## src/rtl/led_cube_pattern_sched.sv

```systemverilog
// Round-robin pattern scheduler for the 3x3x3 LED cube, one frame per 1 Hz clock.
// Optional LED_CUBE_HOLD_EN adds a 'hold' input that freezes a running pattern.
module led_cube_pattern_sched #(
  parameter int unsigned REPEATS = 2
) (
  input  logic       clk_1Hz,
  input  logic       reset_n,
  input  logic       req_test,
  input  logic       req_plane,
  input  logic       req_diag,
  input  logic       req_col,
`ifdef LED_CUBE_HOLD_EN
  input  logic       hold,
`endif
  output logic [2:0] vert_pwr_n,
  output logic [2:0] row_bot,
  output logic [2:0] row_mid,
  output logic [2:0] row_top,
  output logic [2:0] grant,
  output logic [2:0] state
);

  localparam logic [2:0] IDLE  = 3'd0;
  localparam logic [2:0] TEST  = 3'd1;
  localparam logic [2:0] PLANE = 3'd2;
  localparam logic [2:0] DIAG  = 3'd3;
  localparam logic [2:0] COL   = 3'd4;

  localparam logic [3:0] LAST_REP = 4'(REPEATS - 1);

  logic [2:0] state_q, state_d;
  logic [1:0] step_q, step_d;
  logic [3:0] rep_q, rep_d;
  logic [2:0] pending_q, pending_d;
  logic [1:0] lastGrant_q, lastGrant_d;
  logic [2:0] vert_q, vert_d;
  logic [2:0] bot_q, bot_d;
  logic [2:0] mid_q, mid_d;
  logic [2:0] top_q, top_d;
  logic [2:0] grant_q, grant_d;

  logic       holdActive;
  logic [1:0] stepEff;
  logic [1:0] pickIdx;
  logic       pickValid;
  logic [2:0] clearMask;
  logic [2:0] levelMask;

`ifdef LED_CUBE_HOLD_EN
  assign holdActive = hold;
`else
  assign holdActive = 1'b0;
`endif

  assign stepEff = (step_q == 2'd3) ? 2'd0 : step_q;

  // Round-robin search starts at the pattern after the last one granted.
  always_comb begin
    pickIdx   = 2'd0;
    pickValid = |pending_q;
    case (lastGrant_q)
      2'd0: begin
        if (pending_q[1])      pickIdx = 2'd1;
        else if (pending_q[2]) pickIdx = 2'd2;
        else                   pickIdx = 2'd0;
      end
      2'd1: begin
        if (pending_q[2])      pickIdx = 2'd2;
        else if (pending_q[0]) pickIdx = 2'd0;
        else                   pickIdx = 2'd1;
      end
      default: begin
        if (pending_q[0])      pickIdx = 2'd0;
        else if (pending_q[1]) pickIdx = 2'd1;
        else                   pickIdx = 2'd2;
      end
    endcase
  end

  always_comb begin
    state_d     = state_q;
    step_d      = stepEff;
    rep_d       = rep_q;
    lastGrant_d = lastGrant_q;
    clearMask   = 3'b000;
    if (req_test) begin
      state_d = TEST;
      step_d  = 2'd0;
      rep_d   = 4'd0;
    end else begin
      case (state_q)
        IDLE: begin
          if (pickValid) begin
            lastGrant_d = pickIdx;
            clearMask   = 3'b001 << pickIdx;
            step_d      = 2'd0;
            rep_d       = 4'd0;
            case (pickIdx)
              2'd0:    state_d = PLANE;
              2'd1:    state_d = DIAG;
              default: state_d = COL;
            endcase
          end
        end
        PLANE, DIAG, COL: begin
          if (!holdActive) begin
            if (stepEff == 2'd2) begin
              step_d = 2'd0;
              if (rep_q >= LAST_REP) begin
                state_d = IDLE;
                rep_d   = 4'd0;
              end else begin
                rep_d = rep_q + 4'd1;
              end
            end else begin
              step_d = stepEff + 2'd1;
            end
          end
        end
        default: begin
          state_d = IDLE;
          step_d  = 2'd0;
          rep_d   = 4'd0;
        end
      endcase
    end
    // Requests OR in after the grant clear so a re-request is never lost.
    pending_d = (pending_q & ~clearMask) | {req_col, req_diag, req_plane};
  end

  // Frame decode of the next state, so the pins change on the same edge as the FSM.
  always_comb begin
    levelMask = 3'b001 << step_d;
    vert_d    = 3'b000;
    bot_d     = 3'b000;
    mid_d     = 3'b000;
    top_d     = 3'b000;
    grant_d   = 3'b000;
    case (state_d)
      TEST: begin
        bot_d = 3'b111;
        mid_d = 3'b111;
        top_d = 3'b111;
      end
      PLANE: begin
        vert_d  = ~levelMask;
        bot_d   = {3{levelMask[0]}};
        mid_d   = {3{levelMask[1]}};
        top_d   = {3{levelMask[2]}};
        grant_d = 3'b001;
      end
      DIAG: begin
        vert_d  = ~levelMask;
        bot_d   = {3{levelMask[0]}} & levelMask;
        mid_d   = {3{levelMask[1]}} & levelMask;
        top_d   = {3{levelMask[2]}} & levelMask;
        grant_d = 3'b010;
      end
      COL: begin
        bot_d   = levelMask;
        mid_d   = levelMask;
        top_d   = levelMask;
        grant_d = 3'b100;
      end
      default: ;
    endcase
  end

  always_ff @(posedge clk_1Hz or negedge reset_n) begin
    if (!reset_n) begin
      state_q     <= IDLE;
      step_q      <= 2'd0;
      rep_q       <= 4'd0;
      pending_q   <= 3'b000;
      lastGrant_q <= 2'd2;
      vert_q      <= 3'b000;
      bot_q       <= 3'b000;
      mid_q       <= 3'b000;
      top_q       <= 3'b000;
      grant_q     <= 3'b000;
    end else begin
      state_q     <= state_d;
      step_q      <= step_d;
      rep_q       <= rep_d;
      pending_q   <= pending_d;
      lastGrant_q <= lastGrant_d;
      vert_q      <= vert_d;
      bot_q       <= bot_d;
      mid_q       <= mid_d;
      top_q       <= top_d;
      grant_q     <= grant_d;
    end
  end

  assign vert_pwr_n = vert_q;
  assign row_bot    = bot_q;
  assign row_mid    = mid_q;
  assign row_top    = top_q;
  assign grant      = grant_q;
  assign state      = state_q;

endmodule

```

## config.mk

```make
export PLATFORM = sky130hd
export DESIGN_NAME = led_cube_pattern_sched
export DESIGN_NICKNAME = d
export VERILOG_FILES = /design/src/rtl/led_cube_pattern_sched.sv
export SDC_FILE = /design/constraint.sdc
export NUM_CORES = 1
export LEC_CHECK = 0
export ABC_AREA = 0
export CORE_MARGIN = 2
export CORE_UTILIZATION = 47
export CTS_CLUSTER_SIZE = 12
export DETAILED_ROUTE_END_ITERATION = 10
export PLACE_DENSITY_LB_ADDON = 0.05
export SYNTH_ARGS = -nofsm -noshare
export SYNTH_HDL_FRONTEND = slang
export SYNTH_SLANG_ARGS = --single-unit
```

## constraint.sdc

```tcl
create_clock -name clk_1Hz -period 2.07 [get_ports clk_1Hz]
set_clock_uncertainty 0.1 [all_clocks]
set_input_delay 0.621 -clock clk_1Hz [delete_from_list [all_inputs] [get_ports clk_1Hz]]
set_output_delay 0.621 -clock clk_1Hz [all_outputs]
set_load 0.03 [all_outputs]
```

==> results of run 1 <==
## layer usage
metal,routed length (µm),share of wire,vias to the layer above,global-route usage
met5,0,0,-,0
met4,24,0.0073,0,0.06667
met3,199,0.061,4,0.05195
met2,1737,0.53,55,0.3680
met1,1327,0.40,606,0.2330
li1,-,-,618,-
## area by class of cell
class,instances,area [µm²],area share
Multi-Input combinational cell,105,748.2,0.3682
Inverter,8,30.03,0.01478
Clock inverter,1,30.03,0.01478
Clock buffer,7,55.05,0.02709
Timing Repair Buffer,43,399.1,0.1964
Sequential cell,29,728.2,0.3584
Tap cell,33,41.29,0.02032
## through the flow
| step | area, µm² | hold WS [ns] |
|---|---|---|
| after detailed placement | 1873 | 0.3704 |
| after global placement | 1873 | 0.3663 |
| after global routing | 2032 | 0.4351 |
| after CTS | 1977 | 0.4025 |
| final | 2032 | 0.4020 |
| after floorplan | 1464 | 0.2254 |
## cells in the final DEF (no fill, tap or decap), drive strengths merged, types with 5 or more instances in the layout
cell type	instances
inv	8
o211ai	7
dlygate4sd2	5
clkdlybuf4s50	8
nand2	12
ha	6
buf	20
nor3	6
clkbuf	7
nor2	11
a21oi	8
o21ai	12
nor2b	5
dlymetal6s2s	10
nand2b	5
dfrtp	28
## registers in the layout, summed over array words and instances (netlist names), 3 cells and up
name,cells
grant,3
state,3
rep_q,4
vert_pwr_n,3
row_top,3
pending_q,3
row_bot,3
row_mid,3
## Yosys cell counts (all sizes together)
cell / number
a211o: 1
a211oi: 4
a21boi: 1
a21o: 4
a21oi: 8
a22o: 1
a22oi: 1
a32o: 2
a32oi: 3
and2: 2
and3: 1
buf: 1
clkbuf: 2
dfrtp: 28
dfstp: 1
ha: 6
inv: 8
nand2: 12
nand2b: 5
nand3: 1
nor2: 11
nor2b: 5
nor3: 6
nor3b: 1
o211ai: 7
o21a: 1
o21ai: 12
o22ai: 2
or2: 3
or3: 2
or3b: 1
or4: 1
or4b: 1
## what timing repair did
action                                 4_1_cts  5_1_grt
hold buffers                                 0        0
endpoints found under the hold margin        0        0
pin swaps                                    6        7
setup endpoints to repair                   16       27
buffers inserted                             0        0
gates resized for setup                     10       20
## final timing paths
kind                       slack, ns              to  depth (start not counted)      startpoint
hold reg to reg                 0.40  lastGrant_q[1]                          2  lastGrant_q[1]
min in group asynchronous       0.55       step_q[1]                          2         reset_n
max in group asynchronous       1.00  lastGrant_q[1]                          2         reset_n
setup / recovery               -0.01      row_top[1]                          5        req_test
hold / removal                  0.40  lastGrant_q[1]                          2  lastGrant_q[1]
setup reg to reg                0.01      row_top[1]                          6        rep_q[0]
## critical path, delay by kind of cell
kind	cells	cell delay, ns
and+or+nand+nor	2	0.81
AOI/OAI and AO/OA	2	0.34
buffers and inverters	1	0.44
## power breakdown
part,leakage (nW),internal [W],switching [W]
Combinational,0.607,0.000475,0.000633
Clock,0.0455,0.000288,0.000193
Sequential,0.354,0.000689,0.0000965
Total,1.01,0.00145,0.000922
## kinds of logic after synthesis
group	count (synthesis)	share of synthesized area
buffers and inverters	11	0.02906
AOI/OAI and AO/OA	47	0.2205
adders and majority gates	6	0.05128
and+or+nand+nor	52	0.2026
DFF	29	0.4966
==> metrics.csv, run 1 <==
stage;metric;value;unit
clock_tree;CTS clock-pin slew for the worst setup and hold paths;0.09;ns
clock_tree;Clock Tree Root;clkbuf_4;
setup_path;Setup CP Type;input pin to flip-flop;
setup_path;CP max stage cell;or4_4;
timing;RSZ-0062 raised after global routing;true;
routing;Final ANT Viol Nets;0;
timing;Final Hold Viols;0;
clock_tree;Longest Clk Path Bufs;2;
clock_tree;clock sink count;29;
timing;Min Clock Period, post-route;2.080;ns
setup_path;Max stage delay on crit path;0.56;ns
global_routing;vias in the first global route;1206;
power;Leakage;1.007;nW
power;total power;0.002375;W
run;Max-Cap Viols;0;
yosys;cell area after synthesis;1464;µm²
timing;max-slew violation count;0;
die;core area;3003;µm²
yosys;top-area cell type share of the netlist area;0.4786;
routing;initial DRC count;34;
die;die width;59.81;µm
routing;WL final;3288;µm
routing;number of vias per cell;5.677;
yosys;Area contributors post-synth;dfrtp_1, ha_1, o21ai_0;
place;Place WS;-0.3560;ns
timing;Final period util;1.005;
yosys;Mean Syn Cell Area;10.10;µm²
finish;P&R area growth vs syn;38.80;%
setup_path;Critical Path Sink Type;flip-flop;
die;I/O Pins;24;
yosys;Synth Register Bits;29;
die;Die Footprint;3577;µm²
routing;drt first pass iters;4;
routing;detailed-route DRC error count;0;
yosys;synth warn;0;
yosys;Seq/Total Area, Yosys;0.4966;
place;DP HPWL;2455;µm
setup_path;Worst Path Arrival;2.22;ns
timing;# setup viols final;1;
setup_path;CP Data Required Time;2.21;ns
die;Initial Util;0.4875;
yosys;syn_nets;157;
finish;nets;204;
outcome;failing checks;setup timing;
global_routing;pin count of the biggest net entering global routing;30;
global_routing;first-pass GRT wire length;5423;µm
timing;Slew @ Worst Pin;0.4261;ns
setup_path;CP cell instances;clkdlybuf4s50_1 -> or4_4 -> nor3b_4 -> o22ai_4 -> o211ai_1;
power;Max IR drop VDD;0.0005976;V
yosys;distinct cell type count after synthesis;38;
routing;routed length per instance;14.55;µm
finish;share of cells above drive strength 1;0.2642;
setup_path;CP Launch Type;input pin;
place;Placer Congestion;0.8901;
yosys;Post-Synthesis Cells;145;
place;Port Buffers;23;
place;placed cells;218;
outcome;status;complete, but fails checks;
timing;final setup TNS;-0.01018;ns
setup_path;Critical Path Fanout Max;7;
global_routing;GR Overflow Total;0;
clock_tree;H-tree depth;2;
global_routing;antenna violations before repair;0;
timing;Highest Clock Rate;480.7;MHz
finish;fill cell count;236;
clock_tree;Skew-Pair Late Insertion Delay;0.33;ns
clock_tree;CTS tree;done;
power;pwr/cell area;1169;nW/µm²
clock_tree;Num CTS Buffers;5;
yosys;Synth area leader;dfrtp_1;
routing;detailed-route via count;1283;
finish;final non-filler cell total;226;
die;Row Count;20;
min_path;class of the worst hold path;flip-flop to flip-flop;
finish;Final Util;0.6767;
die;DIE HEIGHT;59.81;µm
timing;Rel. slew slack;0.7142;
global_routing;GRT Util Overall;0.2042;
finish;antenna fix cells;0;
timing;PnR worst setup slack;-0.01018;ns
(Power assumes the default switching activity.)
==> inputs of run 2 (changes only) <==
--- a/config.mk
+++ b/config.mk
@@ -11,6 +11,7 @@
 export CTS_CLUSTER_SIZE = 12
 export DETAILED_ROUTE_END_ITERATION = 10
 export PLACE_DENSITY_LB_ADDON = 0.05
+export SLEW_MARGIN = 20
 export SYNTH_ARGS = -nofsm -noshare
 export SYNTH_HDL_FRONTEND = slang
 export SYNTH_SLANG_ARGS = --single-unit
==> results of run 2 <==
Same layout as run 1: the final DEF is identical, and so are final timing and power.
